--- src/rtl/sdram_word_bridge.sv ---
// sdram_word_bridge: splits 32-bit CPU word accesses into two
// 16-bit SDRAM controller accesses, low half first.
module sdram_word_bridge #(
  parameter int SD_ADDR_W = 24,
  parameter int TIMEOUT   = 64
) (
  input  logic                 clk,
  input  logic                 reset,
  input  logic                 mem_read,
  input  logic                 mem_write,
  input  logic [31:0]          mem_addr,
  input  logic [31:0]          mem_wdata,
  output logic [31:0]          mem_rdata,
  output logic                 mem_ready,
  output logic                 mem_err,
  output logic                 req_valid,
  input  logic                 req_ready,
  output logic                 req_we,
  output logic [SD_ADDR_W-1:0] req_addr,
  output logic [15:0]          req_wdata,
  input  logic                 rsp_valid,
  input  logic [15:0]          rsp_rdata
);

  typedef enum logic [2:0] {
    S_IDLE,
    S_REQ_LO,
    S_RSP_LO,
    S_REQ_HI,
    S_RSP_HI,
    S_DONE
  } state_t;

  localparam int         WA_W    = SD_ADDR_W - 1;
  localparam logic [7:0] TO_LAST = 8'(TIMEOUT - 1);

  state_t                 r_state, w_state;
  logic [WA_W-1:0]        r_addr, w_addr;
  logic [31:0]            r_wdata, w_wdata;
  logic                   r_we, w_we;
  logic [15:0]            r_lo, w_lo;
  logic [7:0]             r_cnt, w_cnt;
  logic                   r_req_valid, w_req_valid;
  logic                   r_req_we, w_req_we;
  logic [SD_ADDR_W-1:0]   r_req_addr, w_req_addr;
  logic [15:0]            r_req_wdata, w_req_wdata;
  logic [31:0]            r_rdata, w_rdata;
  logic                   r_ready, w_ready;
  logic                   r_err, w_err;
  logic                   w_to;
  logic                   w_unused;

  // byte-lane and out-of-range address bits have no meaning here
  assign w_unused = ^{mem_addr[31:SD_ADDR_W+1], mem_addr[1:0]};

  assign w_to      = (r_cnt == TO_LAST);
  assign mem_rdata = r_rdata;
  assign mem_ready = r_ready;
  assign mem_err   = r_err;
  assign req_valid = r_req_valid;
  assign req_we    = r_req_we;
  assign req_addr  = r_req_addr;
  assign req_wdata = r_req_wdata;

  // next-state and next-register values for the whole bridge
  always_comb begin
    w_state     = r_state;
    w_addr      = r_addr;
    w_wdata     = r_wdata;
    w_we        = r_we;
    w_lo        = r_lo;
    w_cnt       = r_cnt;
    w_req_valid = r_req_valid;
    w_req_we    = r_req_we;
    w_req_addr  = r_req_addr;
    w_req_wdata = r_req_wdata;
    w_rdata     = r_rdata;
    w_ready     = 1'b0;
    w_err       = 1'b0;
    unique case (r_state)
      S_IDLE: begin
        if (mem_write | mem_read) begin
          w_we        = mem_write;
          w_addr      = mem_addr[SD_ADDR_W:2];
          w_wdata     = mem_wdata;
          w_req_valid = 1'b1;
          w_req_we    = mem_write;
          w_req_addr  = {mem_addr[SD_ADDR_W:2], 1'b0};
          w_req_wdata = mem_wdata[15:0];
          w_state     = S_REQ_LO;
        end
      end
      S_REQ_LO: begin
        if (r_req_valid & req_ready) begin
          w_req_valid = 1'b0;
          w_cnt       = '0;
          w_state     = r_we ? S_REQ_HI : S_RSP_LO;
        end
      end
      S_RSP_LO: begin
        if (rsp_valid) begin
          w_lo    = rsp_rdata;
          w_state = S_REQ_HI;
        end else if (w_to) begin
          w_rdata = 32'hDEAD_BEEF;
          w_ready = 1'b1;
          w_err   = 1'b1;
          w_state = S_DONE;
        end else begin
          w_cnt = r_cnt + 8'd1;
        end
      end
      S_REQ_HI: begin
        if (!r_req_valid) begin
          w_req_valid = 1'b1;
          w_req_we    = r_we;
          w_req_addr  = {r_addr, 1'b1};
          w_req_wdata = r_wdata[31:16];
        end else if (req_ready) begin
          w_req_valid = 1'b0;
          w_cnt       = '0;
          if (r_we) begin
            w_ready = 1'b1;
            w_state = S_DONE;
          end else begin
            w_state = S_RSP_HI;
          end
        end
      end
      S_RSP_HI: begin
        if (rsp_valid) begin
          w_rdata = {rsp_rdata, r_lo};
          w_ready = 1'b1;
          w_state = S_DONE;
        end else if (w_to) begin
          w_rdata = 32'hDEAD_BEEF;
          w_ready = 1'b1;
          w_err   = 1'b1;
          w_state = S_DONE;
        end else begin
          w_cnt = r_cnt + 8'd1;
        end
      end
      S_DONE: begin
        w_state = S_IDLE;
      end
      default: begin
        w_state = S_IDLE;
      end
    endcase
  end

  // state register
  always_ff @(posedge clk or negedge reset) begin
    if (!reset) begin
      r_state <= S_IDLE;
    end else begin
      r_state <= w_state;
    end
  end

  // latched access, counter and registered outputs
  always_ff @(posedge clk or negedge reset) begin
    if (!reset) begin
      r_addr      <= '0;
      r_wdata     <= '0;
      r_we        <= 1'b0;
      r_lo        <= '0;
      r_cnt       <= '0;
      r_req_valid <= 1'b0;
      r_req_we    <= 1'b0;
      r_req_addr  <= '0;
      r_req_wdata <= '0;
      r_rdata     <= '0;
      r_ready     <= 1'b0;
      r_err       <= 1'b0;
    end else begin
      r_addr      <= w_addr;
      r_wdata     <= w_wdata;
      r_we        <= w_we;
      r_lo        <= w_lo;
      r_cnt       <= w_cnt;
      r_req_valid <= w_req_valid;
      r_req_we    <= w_req_we;
      r_req_addr  <= w_req_addr;
      r_req_wdata <= w_req_wdata;
      r_rdata     <= w_rdata;
      r_ready     <= w_ready;
      r_err       <= w_err;
    end
  end

endmodule

--- config.mk ---
export PLATFORM = sky130hd
export DESIGN_NAME = sdram_word_bridge
export DESIGN_NICKNAME = d
export VERILOG_FILES = /design/src/rtl/sdram_word_bridge.sv
export SDC_FILE = /design/constraint.sdc
export NUM_CORES = 1
export LEC_CHECK = 0
export ABC_AREA = 0
export CAP_MARGIN = 40
export CORE_ASPECT_RATIO = 1.2
export CORE_UTILIZATION = 30
export DETAILED_ROUTE_END_ITERATION = 7
export PLACE_DENSITY = 0.63
export SYNTH_ARGS = -nofsm -noshare
export SYNTH_HDL_FRONTEND = slang
export SYNTH_SLANG_ARGS = --single-unit
--- constraint.sdc ---
create_clock -name clk -period 4.1 [get_ports clk]
set_input_delay 0.82 -clock clk [delete_from_list [all_inputs] [get_ports clk]]
set_output_delay 0.82 -clock clk [all_outputs]
set_load 0.02 [all_outputs]
# Word-level counts from Yosys, hierarchy flattened
# Cells that the tools add are included.
# op_classes
add_sub_neg	1
n_mul	0
div_mod_pow	0
magnitude_cmp	0
eq_ne	13
n_shift	0
n_mux	42
bitwise_logic	2
reduce_logical	13
# op_table
op	count
two-way mux 32 bit	3
case mux 32 bit (2 select lines)	1
two-way mux 24 bit	2
case mux 24 bit (2 select lines)	1
two-way mux 8 bit	5
two-way mux 16 bit	2
case mux 16 bit (2 select lines)	1
case mux 8 bit (3 select lines)	1
two-way mux 3 bit	7
inequality test 2 bit, second input constant	8
two-way mux 1 bit	15
case mux 3 bit (5 select lines)	1
adder 8 x 1 -> 8 bit, second input constant	1
== test 8 x 6 -> 1 bit, second input constant	1
== test 3 x 2 -> 1 bit, second input constant	2
case mux 1 bit (3 select lines)	2
AND reduction 2 bit	3
AND reduction 3 bit	2
AND reduction 6 bit	1
nonzero test 3 bit	2
AND reduction 4 bit	1
nonzero test 2 bit	2
== test 3 x 1 -> 1 bit, second input constant	1
== test 3 bit, second input constant	1
other kinds (5)	5
# word_totals
ff_bits	159
latch_bits	0
mem_bits_rw	0
mem_bits_ro	0
out_inout_bits	76
mem_count	0

# Depth between registers and ports, before layout
# Gate-level depths: netlist of the first run.
# depth
depth_word	4
depth_mapped	6
depth_no_buf	5

# Least setup slack after synthesis of the first run
# No wires, ideal clock.
# synth_path
path_kind	input -> register
from	input rsp_valid
to	register r_lo[10]
t_arrival_ps	1739
required_ps	3975
setup_slack_ps	2236
stages	4
path_buffers	2
cell_sequence	nor4bb_1 -> buf_2 -> buf_2 -> mux2_2
# synth_via
elab_chain_cells	1
# synth_rtl
item	line_no	text
start, declared	21	input logic rsp_valid,
AND reduction 2 bit (no line)	n/a	
end signal, assigned	181	r_lo <= w_lo;
end, declared	41	logic [15:0] r_lo, w_lo;
# Every way passes these cells.
# A chain may end at the register's enable or synchronous reset.

# Worst setup path in the final report of the first run
# layout_path
from	register r_state[0]
to	register r_wdata[27]
# layout_via
elab_chain_cells	2
# layout_rtl
item	line_no	text
start, declared	37	state_t r_state, w_state;
start signal, assigned	158	r_state <= w_state;
zero test 3 bit	80	unique case (r_state)
AND reduction 2 bit (no line)	n/a	
end signal, assigned	179	r_wdata <= w_wdata;
end, declared	39	logic [31:0] r_wdata, w_wdata;
# Every way passes these cells.

==> run_results.csv, run 1 <==
group,metric,value,unit
run_status,status,"finished clean",
routing,wl_per_cell,15.58,um
global_routing,grt_pass1_wl,23.97,mm
routing,ant_nets,0,
timing,setup_viol,0,
floorplan,die_y,155.4,um
floorplan,die_w,129.8,um
timing,final_hold_viol_count,0,
layout,n_antenna_cell,0,
global_routing,gr-total-overflow,0,
setup_path,path_class,"reg -> reg",
setup_path,worstRegToRegCells,4,
cts,postCtsSetupRepairBufs,0,
run,drv_cap,0,
synthesis,avgSynthCellArea,11.60,um2
timing,slew_viol_final,0,
pwr,ir_drop,0.3566,mV
setup_path,cp_top_family,"simple AND/OR/NAND/NOR gates",
cts,clk_latency,420,ps
floorplan,die_area,20170,um2
floorplan,initial_core_util,30.85,%
routing,drtIter0Drc,173,
layout,fillers,1805,
setup_path,cp-start-kind,"flop",
place,pre_cts_slack,1180,ps
layout,syn2layout_area_growth,41.45,%
setup_path,path_cells,"or3_1, nor2_4, buf_4, mux2_2",
timing,clock-skew-final,9.962,ps
setup_path,reg2reg_slack,1600,ps
setup_path,critPathBufInv,1,
global_routing,first_global_vias,4672,
timing,slew_headroom,44.78,%
timing,setup_tns,0,ps
timing,max_freq,400.0,MHz
cts,clk_pin_slew_worst_paths,60,ps
routing,drt_wl_total,14.39,mm
global_routing,grt.total_usage,15.30,%
timing,rsz0062_at_grt,"false",
cts,cts_buffer_depth,2,
cts,post_cts_resize_count,0,
floorplan,row_count,55,
layout,fin_nets,742,
setup_path,required,4400,ps
setup_path,max_stage_delay,680,ps
floorplan,ios,162,
routing,drc,0,
place,gp_congestion,0.7263,
timing,min_period,2500,ps
layout,instances_no_fill,924,
place,place_inst,892,
place,port_buffers,152,
cts,cts_tree,"yes",
pwr,leakage,0.003439,uW
synthesis,synthDistinctLibCells,42,
timing,period_share,60.98,%
setup_path,r2r-end,"r_wdata[27]",
pwr,power,6992,uW
synthesis,synth_area,5881,um2
min_path,hp-class,"in -> async",
synthesis,ys_seq_area_share,60.85,%
pwr,p_per_area,840.6,nW/um2
layout,drive_above_1_share,19.31,%
synthesis,ys_ff_latch,143,
cts,htree_levels,4,
setup_path,crit_fanout,26,
cts,cts_sinks,143,
cts,cts_root_buf,"clkbuf_16",
synthesis,syn-num-nets,594,
setup_path,cp.arrival,2800,ps
global_routing,antenna_found_initial,0,
setup_path,crit_path_end,"r_wdata[27]",
synthesis,yosys_warnings,0,
setup_path,r2r-start,"r_state[0]",
synthesis,synth_cells,507,
place,hpwl,9.715,mm
routing,viasPerCell,4.772,
cts,cts_buffers,17,
timing,tightest_slew,828.4,ps
setup_path,cp.depth,4,
routing,num_vias,4409,
floorplan,core_area,19060,um2
cts,ctsHoldBuffers,0,
setup_path,cpMaxStageDelayCell,"nor2_4",
global_routing,grt_max_degree,88,
routing,dr.pass1.iters,4,
setup_path,worstSetupStartpoint,"r_state[0]",
setup_path,endpoint_kind,"flop",
timing,layout_setup_ws,1600,ps
-- worst min path at each step --
stage / slack (ps) / from / end / depth (start not counted)
global placement: 470 / mem_rdata[19] / mem_rdata[19] / 1
global route: 510 / mem_rdata[21] / mem_rdata[21] / 1
floorplan: 470 / r_lo[14] / mem_rdata[14] / 1
detailed placement: 480 / mem_rdata[0] / mem_rdata[0] / 1
CTS: 490 / mem_rdata[0] / mem_rdata[0] / 1
finish: 460 / reset / mem_rdata[18] / 1
-- layout make-up --
type / instances / area [um2] / area share, %
Timing Repair Buffer: 162 / 1610 / 19.36
Sequential cell: 143 / 3578 / 43.02
Inverter: 4 / 15.01 / 0.1805
Multi-Input combinational cell: 327 / 2155 / 25.90
Clock inverter: 14 / 200.2 / 2.407
Tap cell: 256 / 320.3 / 3.851
Clock buffer: 18 / 439.2 / 5.280
-- through the flow --
stage                     instance area (um2)  hold slack, ps  utilization [%]
after floorplan                          5881           469.1                -
after global placement                   7679           471.9            40.28
after detailed placement                 7679           476.3            40.28
after CTS                                8318           490.6            43.64
after global routing                     8318           508.0            43.64
final                                    8318           463.6            43.64
-- registers in the layout, indices dropped and copies added (netlist names) --
register,count
mem_err,1
mem_rdata,32
mem_ready,1
r_addr,23
r_cnt,8
r_lo,16
r_state,3
r_wdata,16
r_we,1
req_addr,24
req_valid,1
req_wdata,16
req_we,1
-- power breakdown --
group	internal [uW]	switching (uW)	total, uW
Combinational	1390	1430	2820
Sequential	2090	413	2500
Clock	1050	627	1670
-- synth_stat cells --
| cell | count | area, um2 |
|---|---|---|
| dfrtp_1 | 143 | 3578 |
| nand2_1 | 92 | 345.3 |
| xnor2_1 | 2 | 17.52 |
| a22o_1 | 8 | 70.07 |
| o22a_2 | 24 | 240.2 |
| or3_1 | 1 | 6.260 |
| or3b_1 | 1 | 8.760 |
| o21bai_1 | 1 | 7.510 |
| ha_1 | 1 | 12.51 |
| mux2i_1 | 4 | 40.04 |
| and3_1 | 1 | 6.260 |
| nor3_1 | 2 | 10.01 |
| o21ai_1 | 1 | 5.000 |
| nand4_1 | 2 | 12.51 |
| o22ai_2 | 1 | 12.51 |
| or4_1 | 1 | 7.510 |
| a21oi_1 | 1 | 5.000 |
| a31oi_1 | 43 | 269.0 |
| or3_4 | 1 | 11.26 |
| a21boi_0 | 1 | 7.510 |
| and2_2 | 1 | 7.510 |
| nor2_1 | 51 | 191.4 |
| a21oi_4 | 1 | 16.27 |
| nand3b_1 | 2 | 15.01 |
| o21ai_0 | 7 | 35.03 |
| o211ai_1 | 1 | 7.510 |
| inv_1 | 4 | 15.01 |
| nand3_1 | 6 | 30.03 |
| a21o_1 | 2 | 15.01 |
| clkbuf_1 | 17 | 63.81 |
| nand2b_1 | 3 | 18.77 |
| o22ai_1 | 2 | 12.51 |
| o21ba_2 | 1 | 10.01 |
| or2_0 | 1 | 6.260 |
| buf_2 | 13 | 65.06 |
| nor2b_1 | 2 | 12.51 |
| mux2_2 | 55 | 619.3 |
| buf_6 | 3 | 33.78 |
| and2_1 | 1 | 6.260 |
| o21a_1 | 1 | 7.510 |
| o31a_1 | 1 | 8.760 |
| nor4bb_1 | 1 | 10.01 |
-- routing by layer --
layer | global-route usage [%] | wire [um] | up-vias
met1 | 17.97 | 5973 | 2185
met4 | 5.260 | 199 | 0
met2 | 25.39 | 7131 | 126
li1 | - | - | 2081
met3 | 5.812 | 1088 | 17
met5 | 0 | 0 | -
-- layout by cell type (no fill, tap or decap), drive strengths merged, types with 2 or more instances in the layout --
cell	count
nand4	2
a21oi	2
o22ai	3
xnor2	2
o22a	24
mux2	55
a21o	2
dfrtp	143
clkdlybuf4s50	151
a22o	8
nand3b	2
and2	2
clkinvlp	2
nor2b	2
nor3	2
clkbuf	18
nand2	92
nand2b	3
inv	9
bufinv	4
buf	11
clkinv	3
mux2i	4
nor2	51
o21ai	8
nand3	6
or3	2
a31oi	43
-- logic make-up after synthesis --
logic type               synth area share [%]
AND/OR/NAND/NOR                         12.00
flip-flops                              60.85
AO/OA/AOI/OAI                           12.40
multiplexers                            11.21
buffers and inverters                   3.021
XOR/XNOR                               0.2979
adder cells (fa/ha/maj)                0.2127
Power figures use the tool's default switching activity.
==> inputs of run 2 (changes only) <==
clock period = 2.4 ns   (was 4.1 ns; I/O delays follow)
==> run 2 against run 1 <==
- hold slack lost 450 ps
- first-iteration DRC count grew 5.2%
- global-route usage about the same
- utilization up 0.26 points
- sequential share of layout area fell by 0.26 points
- critical path type is now reg -> out
- critical endpoint is now req_valid
- highest routed layer unchanged
==> run_results.csv, run 2 (synthesis gave the netlist of run 1 again) <==
group,metric,value,unit
routing,ant_nets,0,
setup_path,crit_fanout,7,
layout,layout_commonest_cell,"clkdlybuf4s50_1",
routing,drc,0,
layout,n_antenna_cell,0,
setup_path,endpoint_kind,"output pin",
setup_path,cp.arrival,1630,ps
min_path,hp-class,"in -> async",
setup_path,cp.depth,1,
timing,slew_headroom,64.24,%
timing,period_share,87.74,%
global_routing,grt_pass1_wl,23.84,mm
layout,instances_no_fill,927,
setup_path,crit_path_end,"req_valid",
setup_path,path_class,"reg -> out",
cts,cts_buffer_depth,2,
routing,wl_per_cell,15.44,um
timing,whs,13.86,ps
setup_path,r2r-start,"r_state[2]",
floorplan,die_w,129.8,um
run_status,status,"finished clean",
cts,cts_tree,"yes",
setup_path,cpMaxStageDelayCell,"clkdlybuf4s50_1",
setup_path,path_cells,"clkdlybuf4s50_1",
floorplan,initial_core_util,30.85,%
routing,drtIter0Drc,182,
setup_path,max_stage_delay,700,ps
timing,tightest_slew,536.3,ps
pwr,power,11900,uW
pwr,ir_drop,0.5747,mV
cts,post_cts_resize_count,0,
layout,multi_input_area,2155,um2
place,hpwl,9.741,mm
place,place_area,7739,um2
timing,clock-skew-final,7.974,ps
routing,viasPerCell,4.783,
place,place_inst,895,
floorplan,row_count,55,
timing,slew_viol_final,0,
layout,fin_nets,745,
floorplan,die_area,20170,um2
setup_path,reg2reg_slack,340,ps
setup_path,worstSetupStartpoint,"req_valid",
layout,fillers,1781,
global_routing,grt.total_usage,15.27,%
setup_path,worstRegToRegCells,4,
routing,dr.pass1.iters,5,
routing,m1WireLength,6.035,mm
floorplan,ios,162,
setup_path,critPathBufInv,1,
global_routing,grt_max_degree,82,
routing,highest_layer,"met4",
cts,cts_buffers,17,
floorplan,die_y,155.4,um
layout,drive_above_1_share,19.67,%
cts,clk_latency,420,ps
global_routing,antenna_found_initial,0,
routing,dr_wl_met3,1.000,mm
layout,layout_common_cells,"clkdlybuf4s50_1, dfrtp_1, nand2_1",
routing,drt_wl_total,14.32,mm
layout,design_area,8368,um2
timing,final_hold_viol_count,0,
setup_path,r2r-end,"r_cnt[6]",
cts,cts_sinks,143,
cts,ctsHoldBuffers,0,
timing,setup_viol,0,
setup_path,required,1920,ps
setup_path,cp-start-kind,"flop",
routing,dr_wl_met2,7.119,mm
layout,largest_reg_flops,32,
floorplan,core_area,19060,um2
place,gp_congestion,0.7669,
pwr,p_per_area,1422,nW/um2
timing,setup_tns,0,ps
layout,syn2layout_area_growth,42.30,%
timing,min_period,2106,ps
global_routing,gr-total-overflow,0,
pwr,leakage,0.003451,uW
timing,max_freq,474.9,MHz
timing,rsz0062_at_grt,"false",
cts,cts_root_buf,"clkbuf_16",
layout,layout.area.seq,3578,um2
cts,postCtsSetupRepairBufs,0,
routing,num_vias,4434,
setup_path,cp_top_family,"buffers and inverters",
global_routing,first_global_vias,4705,
cts,clk_pin_slew_worst_paths,60,ps
place,port_buffers,152,
run,drv_cap,0,
cts,htree_levels,4,
-- run 2: worst reg2reg max path, cell delays in order (launching register included) --
cell	delay, ps
dfrtp_1	630
xnor2_1	180
or2_0	400
or4_1	600
mux2i_1	140
-- run 2: power breakdown --
group	internal (uW)	switching [uW]
logic	2400	2460
registers	3560	687
clock network	1710	1080
total	7680	4220
-- run 2: per-layer routing --
layer / global-route usage (%) / up-vias
met5: 0 / -
met4: 4.873 / 0
met3: 5.605 / 15
met2: 25.85 / 135
met1: 17.77 / 2199
li1: - / 2085
-- run 2: final cells by class --
type                            instances  share of cell area (%)
Clock inverter                         13                   2.108
Sequential cell                       143                   42.76
Inverter                                4                  0.1794
Multi-Input combinational cell        327                   25.75
Timing Repair Buffer                  165                   19.96
Tap cell                              256                   3.828
Clock buffer                           19                   5.413
-- run 2: how the worst min path moves through the flow --
stage | startpoint | end | slack, ps | depth (start not counted)
floorplan | reset | mem_err | 180 | 0
global placement | reset | r_cnt[5] | 470 | 1
detailed placement | mem_rdata[25] | mem_rdata[25] | 480 | 1
CTS | reset | mem_rdata[3] | 40 | 1
global route | reset | r_lo[0] | 50 | 1
finish | reset | r_lo[0] | 10 | 1
-- run 2: metrics by stage --
| step | util, % | setup WS, ps |
|---|---|---|
| 6_report | 43.90 | 294.3 |
| 5_1_grt | 43.90 | 205.2 |
| 4_1_cts | 43.90 | 255.8 |
| 3_5_place_dp | 40.60 | 260.9 |
| 3_3_place_gp | 40.60 | 307.3 |
| 2_1_floorplan | - | 670.8 |
==> inputs of run 3 (changes only) <==
clock period = 2.25 ns   (was 2.4 ns; I/O delays follow)
==> run 3 against run 2 <==
- register-to-register slack about the same
- critical path type unchanged
- utilization is 0.30 points lower
- combinational power up 7.8%
- flip-flop and latch count stayed put
- count of clock-buffer cells in the layout decreased by 1
- cell count is 0.11% higher
==> run_results.csv, run 3 (synthesis gave the netlist of run 1 again) <==
group,metric,value,unit
timing,max_freq,483.4,MHz
routing,viasPerCell,4.806,
routing,drc,0,
setup_path,required,1800,ps
setup_path,cp_top_family,"buffers and inverters",
timing,clock-skew-final,10.04,ps
pwr,swShare,36.37,%
floorplan,ios,162,
global_routing,grt_max_degree,82,
min_path,min_from,"mem_rdata[10]",
routing,ant_nets,0,
setup_path,cpMaxStageDelayCell,"clkdlybuf4s50_1",
global_routing,gr-total-overflow,0,
setup_path,r2r-start,"r_state[2]",
floorplan,die_area,20170,um2
cts,ctsHoldBuffers,1,
timing,rsz0062_at_grt,"false",
timing,tightest_slew,521.2,ps
floorplan,die_w,129.8,um
routing,wl_per_cell,15.54,um
layout,fin_nets,747,
floorplan,core_area,19060,um2
global_routing,grt_pass1_wl,23.98,mm
timing,setup_tns,0,ps
cts,post_cts_resize_count,0,
pwr,pwr-share-seq,36.9,%
global_routing,first_global_vias,4733,
timing,setup_viol,0,
timing,slew_viol_final,0,
cts,cts_root_buf,"clkbuf_16",
routing,num_vias,4460,
timing,final_hold_viol_count,0,
setup_path,cp.arrival,1620,ps
setup_path,endpoint_kind,"output pin",
layout,fillers,1772,
timing,slew_headroom,65.25,%
place,place_inst,896,
cts,cts_buffers,17,
run_status,status,"finished clean",
cts,cts_buffer_depth,2,
setup_path,max_stage_delay,710,ps
min_path,hp-class,"reg -> reg",
floorplan,row_count,55,
timing,period_share,91.95,%
place,gp_congestion,0.7401,
run,drv_cap,0,
setup_path,critPathBufInv,1,
cts,htree_levels,4,
layout,drive_above_1_share,19.64,%
setup_path,cp-start-kind,"flop",
pwr,pwr-share-comb,42.6,%
setup_path,path_cells,"clkdlybuf4s50_1",
pwr,leakage,0.003424,uW
global_routing,grt.total_usage,15.36,%
layout,n_antenna_cell,0,
pwr,p_clk_share,20.5,%
place,pre_cts_slack,121.8,ps
pwr,p_sw,4473,uW
cts,cts_sinks,143,
layout,instances_no_fill,928,
timing,layout_setup_ws,181.1,ps
setup_path,path_class,"reg -> out",
layout,largest_reg_flops,32,
routing,drtIter0Drc,146,
routing,drt_wl_total,14.42,mm
floorplan,die_y,155.4,um
layout,layout_common_cells,"clkdlybuf4s50_1, dfrtp_1, nand2_1",
setup_path,worstSetupStartpoint,"req_valid",
place,port_buffers,152,
setup_path,reg2reg_slack,350,ps
place,hpwl,9.725,mm
cts,clk_latency,410,ps
layout,syn2layout_area_growth,41.32,%
floorplan,initial_core_util,30.85,%
routing,dr.pass1.iters,4,
cts,clk_pin_slew_worst_paths,60,ps
pwr,ir_drop,0.6383,mV
global_routing,antenna_found_initial,0,
setup_path,crit_fanout,7,
pwr,internal_power,7826,uW
layout,layout_commonest_cell,"clkdlybuf4s50_1",
cts,postCtsSetupRepairBufs,0,
cts,cts_tree,"yes",
pwr,p_per_area,1480,nW/um2
timing,min_period,2069,ps
==> run 3: changes by cell type in the layout (fill, tap and decap cells not counted), moves of 2 or more <==
cell	delta
clkinv_2	+5
bufinv_16	-3
buf_12	+2
clkinv_4	-2
==> run 3: final timing paths <==
| check | to | cells after the start |
|---|---|---|
| setup reg to reg | r_wdata[23] | 4 |
| hold / removal | mem_rdata[10] | 1 |
| max in group asynchronous | r_wdata[16] | 3 |
| min in group asynchronous | r_lo[0] | 2 |
| hold reg to reg | mem_rdata[10] | 1 |
| setup / recovery | req_valid | 1 |
==> run 3: area by class of cell <==
class,count,area (um2),area share [%]
flip-flops and latches,143,3578,43.06
multi-input cells,327,2155,25.93
repair buffers,167,1713,20.61
clock buffers,18,439.2,5.285
well taps,256,320.3,3.854
clock inverters,13,90.09,1.084
inverters,4,15.01,0.1807
==> run 3: power groups by stage <==
stage / Sequential, uW / Combinational (uW) / Clock (uW)
final: 4530 / 5240 / 2530
after global placement: 4480 / 5170 / 0
after global routing: 4680 / 5710 / 2730
after floorplan: 5180 / 2380 / 0
after detailed placement: 4560 / 5310 / 0
after CTS: 4540 / 5320 / 2610
==> run 3: metrics by stage <==
step	power (uW)	utilization [%]	hold slack, ps	instance area, um2
final	12300	43.60	490.2	8310
after CTS	12460	43.60	494.2	8310
after floorplan	7552	-	154.4	5881
after global routing	13120	43.60	502.2	8310
after detailed placement	9868	40.77	414.1	7771
after global placement	9651	40.77	404.9	7771
==> run 3: routing by layer <==
layer | vias to the layer above | global-route usage, % | part of all wire (%)
li1 | 2082 | - | -
met1 | 2222 | 18.30 | 43
met2 | 138 | 25.49 | 49
met3 | 18 | 5.536 | 6.8
met4 | 0 | 5.094 | 1.6
met5 | - | 0 | 0
